## src/rtl/mem_ctrl.sv

```systemverilog
// Memory access controller: holds MAR/MDR and sequences single-cycle RAM read/write strobes.
// Optional sticky request-error flag `req_err` is built when MEM_REQ_ERR_EN is defined.
module mem_ctrl #(
  parameter int AW = 9,
  parameter int DW = 32
) (
  input  logic          clock,
  input  logic          reset_n,
  input  logic [DW-1:0] BusMuxOut,
  input  logic          MARin,
  input  logic          MDRin,
  input  logic          rd_req,
  input  logic          wr_req,
  output logic [DW-1:0] MDR_q,
  output logic          busy,
  output logic          done,
`ifdef MEM_REQ_ERR_EN
  output logic          req_err,
`endif
  output logic [AW-1:0] ram_addr,
  output logic [DW-1:0] ram_wdata,
  output logic          ram_read,
  output logic          ram_write,
  input  logic [DW-1:0] ram_rdata
);

  typedef enum logic [2:0] {
    IDLE,
    RD_ISSUE,
    RD_CAPT,
    WR_ISSUE,
    DONE
  } state_t;

  state_t        state_q, state_d;
  logic [AW-1:0] mar_q, mar_d;
  logic [DW-1:0] mdr_q, mdr_d;
  logic          busy_q, busy_d;
  logic          done_q, done_d;
  logic          ram_read_q, ram_read_d;
  logic          ram_write_q, ram_write_d;

  // Upper bus bits never reach the MAR; addresses simply wrap.
  logic unused_bus_bits;
  assign unused_bus_bits = &{1'b0, BusMuxOut[DW-1:AW]};

  always_comb begin
    state_d = state_q;
    mar_d   = mar_q;
    mdr_d   = mdr_q;
    unique case (state_q)
      IDLE: begin
        if (MARin) mar_d = BusMuxOut[AW-1:0];
        if (MDRin) mdr_d = BusMuxOut;
        if (wr_req)      state_d = WR_ISSUE;
        else if (rd_req) state_d = RD_ISSUE;
      end
      RD_ISSUE: state_d = RD_CAPT;
      RD_CAPT: begin
        mdr_d   = ram_rdata;
        state_d = DONE;
      end
      WR_ISSUE: state_d = DONE;
      DONE:     state_d = IDLE;
      default:  state_d = IDLE;
    endcase
    // Outputs are decoded from the next state so they are registered yet line up with it.
    busy_d      = (state_d == RD_ISSUE) || (state_d == RD_CAPT) || (state_d == WR_ISSUE);
    done_d      = (state_d == DONE);
    ram_read_d  = (state_d == RD_ISSUE);
    ram_write_d = (state_d == WR_ISSUE);
  end

`ifdef MEM_REQ_ERR_EN
  logic req_err_q, req_err_d;

  always_comb begin
    req_err_d = req_err_q
              | ((state_q != IDLE) && (rd_req || wr_req))
              | ((state_q == IDLE) && rd_req && wr_req);
  end

  always_ff @(posedge clock or negedge reset_n) begin
    if (!reset_n) req_err_q <= 1'b0;
    else          req_err_q <= req_err_d;
  end

  assign req_err = req_err_q;
`endif

  always_ff @(posedge clock or negedge reset_n) begin
    if (!reset_n) begin
      state_q     <= IDLE;
      mar_q       <= '0;
      mdr_q       <= '0;
      busy_q      <= 1'b0;
      done_q      <= 1'b0;
      ram_read_q  <= 1'b0;
      ram_write_q <= 1'b0;
    end else begin
      state_q     <= state_d;
      mar_q       <= mar_d;
      mdr_q       <= mdr_d;
      busy_q      <= busy_d;
      done_q      <= done_d;
      ram_read_q  <= ram_read_d;
      ram_write_q <= ram_write_d;
    end
  end

  assign MDR_q     = mdr_q;
  assign busy      = busy_q;
  assign done      = done_q;
  assign ram_addr  = mar_q;
  assign ram_wdata = mdr_q;
  assign ram_read  = ram_read_q;
  assign ram_write = ram_write_q;

endmodule

```

## config.mk

```make
export PLATFORM = sky130hd
export DESIGN_NAME = mem_ctrl
export DESIGN_NICKNAME = d
export VERILOG_FILES = /design/src/rtl/mem_ctrl.sv
export SDC_FILE = /design/constraint.sdc
export NUM_CORES = 1
export LEC_CHECK = 0
export ABC_AREA = 1
export CAP_MARGIN = 5
export CORE_ASPECT_RATIO = 0.8
export CORE_MARGIN = 2
export CORE_UTILIZATION = 35
export CTS_BUF_LIST = sky130_fd_sc_hd__clkbuf_16
export CTS_CLUSTER_SIZE = 28
export DETAILED_ROUTE_END_ITERATION = 8
export GPL_TIMING_DRIVEN = 0
export PLACE_DENSITY = 0.86
export SLEW_MARGIN = 20
export SYNTH_ARGS = -nofsm -noshare
export SYNTH_HDL_FRONTEND = slang
export SYNTH_SLANG_ARGS = --single-unit
```

## constraint.sdc

```tcl
create_clock -name clock -period 1.25 [get_ports clock]
set_input_delay 0.25 -clock clock [delete_from_list [all_inputs] [get_ports clock]]
set_output_delay 0.25 -clock clock [all_outputs]
set_load 0.01 [all_outputs]
```

Word level (Yosys, flattened, before mapping)
Cells that the tools add are included.
W data, S select, Z words.
{ "word_totals": {"out_inout_bits": 77, "elab_cells": 27, "in_bits": 70, "regBits": 48} }
{ "classes": {"eq_ne": 8, "reduce_logical": 7, "n_mux": 5} }
{ "op_table": {"columns": ["cell", "count"], "rows": [
  ["$pmux W32 S2", 1],
  ["$mux W32", 1],
  ["$eq A3 B2 Y1 const B", 4],
  ["$pmux W3 S3", 1],
  ["$eq A3 B1 Y1 const B", 2],
  ["$mux W3", 2],
  ["$reduce_and A2 Y1", 2],
  ["$eq A3 B3 Y1 const B", 1],
  ["$logic_not A3 Y1", 1],
  ["$logic_or A1 B1 Y1", 2],
  ["$ne A2 B2 Y1 const B", 1],
  ["$reduce_bool A2 Y1", 1],
  ["$reduce_or A2 Y1", 1]
]} }

Depth between registers and ports, before layout
Gate-level depths: netlist of run 1.
{ "logic_depth": {"ltp_word": 6, "ltp_mapped": 8, "mapped_depth_nobuf": 6} }

Least setup slack after synthesis of run 1
Ideal clock, no wire load.
{ "synth_path": {"path_type": "flip-flop to flip-flop", "start": "register state_q[1]", "end": "register mdr_q[0] (netlist: MDR_q[0])", "t_required_ps": 1133, "path_slack_ps": 89, "n_path_buf": 2, "synth_period_minus_slack_ps": 1161, "path_stages_with_launch": 7, "setup_time_ps": 117, "t_arrival_ps": 1044, "path_cell_list": "dfrtp_1 -> buf_4 -> nor2_4 -> nand3_2 -> clkbuf_1 -> nand3_1 -> nand2_1"} }
{ "synth_via": {"elab_chain_len": 3, "elab_cells_between_ends": 6, "cone_classes": "eq/ne (2); mux (1); reduce/logical (3)"} }
{ "synth_rtl": {"columns": ["item", "line_no", "source"], "rows": [
  ["from (decl)", "35", "state_t state_q, state_d;"],
  ["from (signal assigned)", "101", "state_q <= state_d;"],
  ["$eq A3 B2 Y1 or $logic_not A3 Y1 (tied branches)", "51", "unique case (state_q)"],
  ["$reduce_bool A2 Y1 (no source line) or $ne A2 B2 Y1 (tied branches)", null, null],
  ["$reduce_and A2 Y1 (no source line)", null, null],
  ["to (signal assigned)", "103", "mdr_q <= mdr_d;"],
  ["to (decl)", "37", "logic [DW-1:0] mdr_q, mdr_d;"]
]} }
Several ways; a longest one is shown, not always the timed one.
A chain may end at the register's enable or synchronous reset.

Final worst setup path of run 1
{ "layout_path": {"start": "register state_q[2]", "end": "register mdr_q[13] (netlist: MDR_q[13])"} }
The elaborated chain is that of the path after synthesis.

==> impl_metrics.tcl, run 1 <==
set metrics [dict create \
    syn_avg_cell_area_um2 7.71 \
    switching_share_pct 40.5 \
    violations "setup timing" \
    ioPinCount 147 \
    antenna_found_initial 0 \
    ir_worst_vdd_uv 1330 \
    wl_per_cell_um 17.2 \
    start_util_pct 35.9 \
    fmax_mhz 746 \
    path_max_fanout 7 \
    p_int_mw 8.90 \
    yosysSeqAreaShare_pct 45.4 \
    reg2reg_depth 8 \
    synth_cell_types 18 \
    seqPwrFrac_pct 19.3 \
    fin_crit_sh_pct 107 \
    area_growth_pct 107 \
    drcViolationCount 0 \
    avgViaCountPerCell 5.15 \
    p_switching_mw 6.05 \
    start_kind "flip-flop" \
    antennaDiodeCount 0 \
    max_slew_margin_pct 71.0 \
    clkSinkCount 48 \
    clk_latency_ps 280 \
    setup.worst_path.end_class "flip-flop" \
    leakage_nw 2.78 \
    portBuffers 146 \
    hold_slack_ps 440 \
    path_class "flip-flop to flip-flop" \
    dieArea_um2 8270 \
    netlist_area_um2 2640 \
    pwr_density_cell_nw_per_um2 2730 \
    vias 3292 \
    cts_tree "yes" \
    status "complete, but fails checks" \
    h-tree-depth 2 \
    p_clk_share_pct 8.5 \
    die_w_um 101 \
    routabilityCongestion 0.860 \
    numCtsBuffers 5 \
    multi_input_area_um2 1320 \
    nFillCells 530 \
    final_core_util_pct 74.4 \
    maxCapViolations 0 \
    worst-slew-pin-transition_ps 435 \
    final_max_slew_viol_count 0 \
    fp.coreArea_um2 7360 \
    clock_skew_ps 3.98 \
    rows 28 \
    regArea_um2 1200 \
    finalWorstSetupSlack_ps -90.6 \
    overflow 0 \
    dieHeight_um 81.7 \
    crit_required_ps 1430 \
    synth_nets 413 \
    clkTransAtPathRegs_ps 60 \
    final_cell_mix "buf_6 (74), nand2_2 (74), clkdlybuf4s50_1 (68)" \
    fin_nets 619 \
    setup_tns_ps -2070 \
    drtAntennaViolNets 0 \
    synth_seq_cells 48 \
    firstDrtPassIters 5 \
    finalSetupViolations 41 \
    root_buffer "clkbuf_16" \
    syn_inst 343 \
    finalCriticalPeriod_ps 1340 \
    first_iter_violations 160 \
    grt_max_degree 32 \
    grt_pass1_vias 3457 \
    rsz0062_at_grt "yes" \
    synth.yosys.warnings 0 \
    hold_viol_final 0 \
    comb_power_share_pct 72.2 \
    grt_pass1_wl_um 16500 \
    drive_above_1_share_pct 43.7 \
    hold_class "input port to asynchronous set/reset pin" \
    wl_um 11000 \
    hpwl_um 6570 \
    worstPathArrival_ps 1520 \
    grt_usage_pct 25.6 \
    cts_buffer_depth 2 \
]
[state kept, by name (all words and copies together) (netlist names)]
signal and cells:
MDR_q 32, done 1, ram_write 1, state_q 3
busy 1, ram_read 1, ram_addr 9
[critical path: stages, from the launching register on]
cell	delay, ps
dfrtp_2	440
inv_4	90
nand3_4	130
buf_12	190
buf_16	140
nand2_2	70
nand2_1	70
nand2_2	70
nand2_1	50
[power by group through the flow]
stage | Clock, mW | Sequential, mW | Combinational [mW]
final | 1.27 | 2.89 | 10.8
after global routing | 1.36 | 2.95 | 11.5
after CTS | 1.29 | 2.83 | 10.4
after detailed placement | 0 | 2.90 | 7.26
after global placement | 0 | 2.86 | 7.05
after floorplan | 0 | 3.12 | 3.55
[layer usage]
metal  share of wire [%]  wire (µm)  global-route usage [%]  vias up
met2                  53       5860                    46.8      154
met4                 1.6        172                    6.89        0
met1                  39       4300                    30.9     1603
met3                 6.1        669                    4.85       27
li1                    -          -                       -     1508
met5                   0          0                       0        -
[logic make-up (layout without fill, tap and decap cells)]
logic type,Yosys count,count (layout),synth area share [%]
buffers and inverters,62,268,15.4
flip-flops,48,48,45.4
AND/OR/NAND/NOR,222,222,37.1
AO/OA/AOI/OAI,11,11,2.08
[layout make-up]
| type | count | share of cell area, % |
|---|---|---|
| Sequential cell | 48 | 22.0 |
| Inverter | 6 | 0.571 |
| Clock inverter | 2 | 0.137 |
| Timing Repair Buffer | 216 | 41.3 |
| Multi-Input combinational cell | 233 | 24.0 |
| Buffer | 39 | 7.61 |
| Tap cell | 90 | 2.06 |
| Clock buffer | 5 | 2.29 |
[Yosys cell counts, drive strengths merged]
cell type	count	area share, %
clkbuf	10	1.4
o21ai	11	2.1
nand3	35	7.0
dfrtp	48	45
nand2	149	21
nor2	6	1.2
nand4	32	7.6
inv	5	0.71
buf	46	13
clkinv	1	0.14
[metrics by stage]
step                      cells  setup slack, ps  power, mW  area, µm²
final                       639            -90.6       14.9       5470
after global routing        639             -156       15.8       5470
after CTS                   648             -111       14.5       5390
after detailed placement    580             -345       10.2       4230
after global placement      579            -1420       9.91       4220
after floorplan             343             89.4       6.67       2640
[final timing paths]
| kind | to | startpoint | slack, ps |
|---|---|---|---|
| max | MDR_q[13] | state_q[2] | -90 |
| min | ram_write | reset_n | 440 |
| max reg2reg | MDR_q[13] | state_q[2] | -90 |
| min reg2reg | ram_addr[3] | ram_addr[3] | 480 |
| max in group asynchronous | MDR_q[10] | reset_n | 290 |
| min in group clock | ram_addr[3] | ram_addr[3] | 480 |
[timing repair]
item | in CTS | in global routing
setup endpoints to repair | 118 | 79
pin swaps | 29 | 18
endpoints found under the hold margin | 17 | 0
gates resized for setup | 341 | 78
cloned | 9 | 0
setup buffers | 63 | 5
hold buffers | 1 | 0
No activity file was read; power rests on OpenSTA's default activity.
==> inputs of run 2 (changes only) <==
--- a/config.mk
+++ b/config.mk
@@ -6,7 +6,6 @@
 export NUM_CORES = 1
 export LEC_CHECK = 0
 export ABC_AREA = 1
-export CAP_MARGIN = 5
 export CORE_ASPECT_RATIO = 0.8
 export CORE_MARGIN = 2
 export CORE_UTILIZATION = 35
==> results of run 2 <==
Final layout, timing and power as in run 1 (identical DEF).
==> RTL change (config.mk and constraints of run 2) <==
Build with the macro `MEM_REQ_ERR_EN` defined.
--- a/src/rtl/mem_ctrl.sv
+++ b/src/rtl/mem_ctrl.sv
@@ -2,2 +2,4 @@
 // Optional sticky request-error flag `req_err` is built when MEM_REQ_ERR_EN is defined.
+`define MEM_REQ_ERR_EN
+
 module mem_ctrl #(
Formal check against the unedited RTL (old outputs only; new: req_err): equivalent (equiv_simple and equiv_induct, registers matched by name and starting in step).
==> RTL change against run 2 <==
Cell area increased by 2.4%; synthesized area increased by 6.8%; largest power group unchanged; sequential cell count increased by 1; final cell count increased by 5.2%; count of clock-buffer cells in the layout unchanged; wire length increased by 0.47%; total power increased by 3.6%; worst setup slack got worse by 0.073 ns; global-route usage decreased by 0.88 points; the flow still finishes with violations (setup timing); clock power increased by 20%; fmax decreased by 5.2%; via count increased by 1.8%.
==> RTL change: results (changes against run 2) <==
.. list-table::
   :header-rows: 1

   * - Metric
     - Value
   * - Most numerous cell types in the synthesized netlist
     - 120 x nand2_1, 49 x dfrtp_1, 39 x buf_4
   * - Final HPWL from detailed placement
     - 6650 um (+1.2%)
   * - RR Endpoint
     - MDR_q[2]
   * - Non-clock buffering overhead in the final layout
     - 0.488 (-0.00131)
   * - # setup viols final
     - 49 (+20%)
   * - Vias post-DR
     - 3350 (+1.8%)
   * - Pin count of the biggest net entering global routing
     - 30 (-6.3%)
   * - Met3 wire length
     - 844 um (+26%)
   * - Overall Global Routing Usage
     - 0.247 (-0.00884)
   * - Result of the run
     - complete, but fails checks
   * - Largest delay contributor family on the critical path
     - simple AND/OR/NAND/NOR gates
   * - Non-clk invs
     - 8 (+2)
   * - IR Drop Worst-Case VDD
     - 1.33 mV (about the same)
   * - Filler cells
     - 628 (+18%)
   * - Syn nets
     - 418 (+1.2%)
   * - Comb_multi_in
     - 236 (+1.3%)
   * - Relative slew margins
     - 0.661 (-0.0487)
   * - Final worst setup slack
     - -0.163 ns (-0.0728 ns)
   * - Met2 WL post-DR
     - 5610 um (-4.2%)
   * - Area taken by multi-input logic gates
     - 0.00131 mm2 (-0.57%)
   * - First DRT Iteration DRCs
     - 112 (-30%)
   * - Worst slack, placed
     - -0.303 ns (+0.0420 ns)
   * - Met3 usage
     - 0.0481 (-0.000374)
   * - Area fraction in compound gates after synthesis
     - 0.0253 (+0.00443)
   * - Portion of the post-synthesis area used by sequential elements
     - 0.434 (-0.0201)
   * - Violations in the final reports
     - setup timing
   * - Post-synthesis instance total
     - 348 (+1.5%)
   * - Post-route non-filler standard cell count
     - 672 (+5.2%)
   * - Wire length on met1
     - 4340 um (+0.91%)
   * - Global-route wire length before repair
     - 17400 um (+5.2%)
   * - Slowest cell delay on critical path
     - 0.42 ns (-0.02 ns)
   * - Worst Hold Slack
     - 0.466 ns (+0.0261 ns)
   * - Fraction of layout cells with a size suffix above 1
     - 0.427 (-0.00985)
   * - P_int
     - 9.34 mW (+4.9%)
   * - Wire length reported by the detailed router
     - 11100 um (+0.47%)
==> RTL change: power by group through the flow <==
stage	registers, mW	logic (mW)	clock network [mW]
floorplan	3.17	3.93	0
global placement	2.90	7.51	0
detailed placement	2.94	7.71	0
CTS	2.83	10.5	1.53
global route	2.98	11.8	1.59
finish	2.90	11.1	1.52
==> RTL change: worst max path at each step <==
stage | start | cells after the start | to | slack (ns)
CTS | state_q[2] | 7 | MDR_q[4] | -0.1
global placement | reset_n | 1 | MDR_q[18] | -1.48
global route | state_q[1] | 7 | MDR_q[2] | -0.23
detailed placement | MDRin | 5 | MDR_q[4] | -0.30
finish | state_q[2] | 7 | MDR_q[2] | -0.16
floorplan | state_q[2] | 8 | MDR_q[31] | 0.07
==> RTL change: repair_timing <==
action / CTS / global route
buffers inserted: 68 / 11
gates cloned: 7 / 3
hold buffers: 1 / 0
pin swaps: 16 / 14
hold endpoints to repair: 20 / 0
resized for setup: 320 / 43
endpoints found under the setup margin: 117 / 76
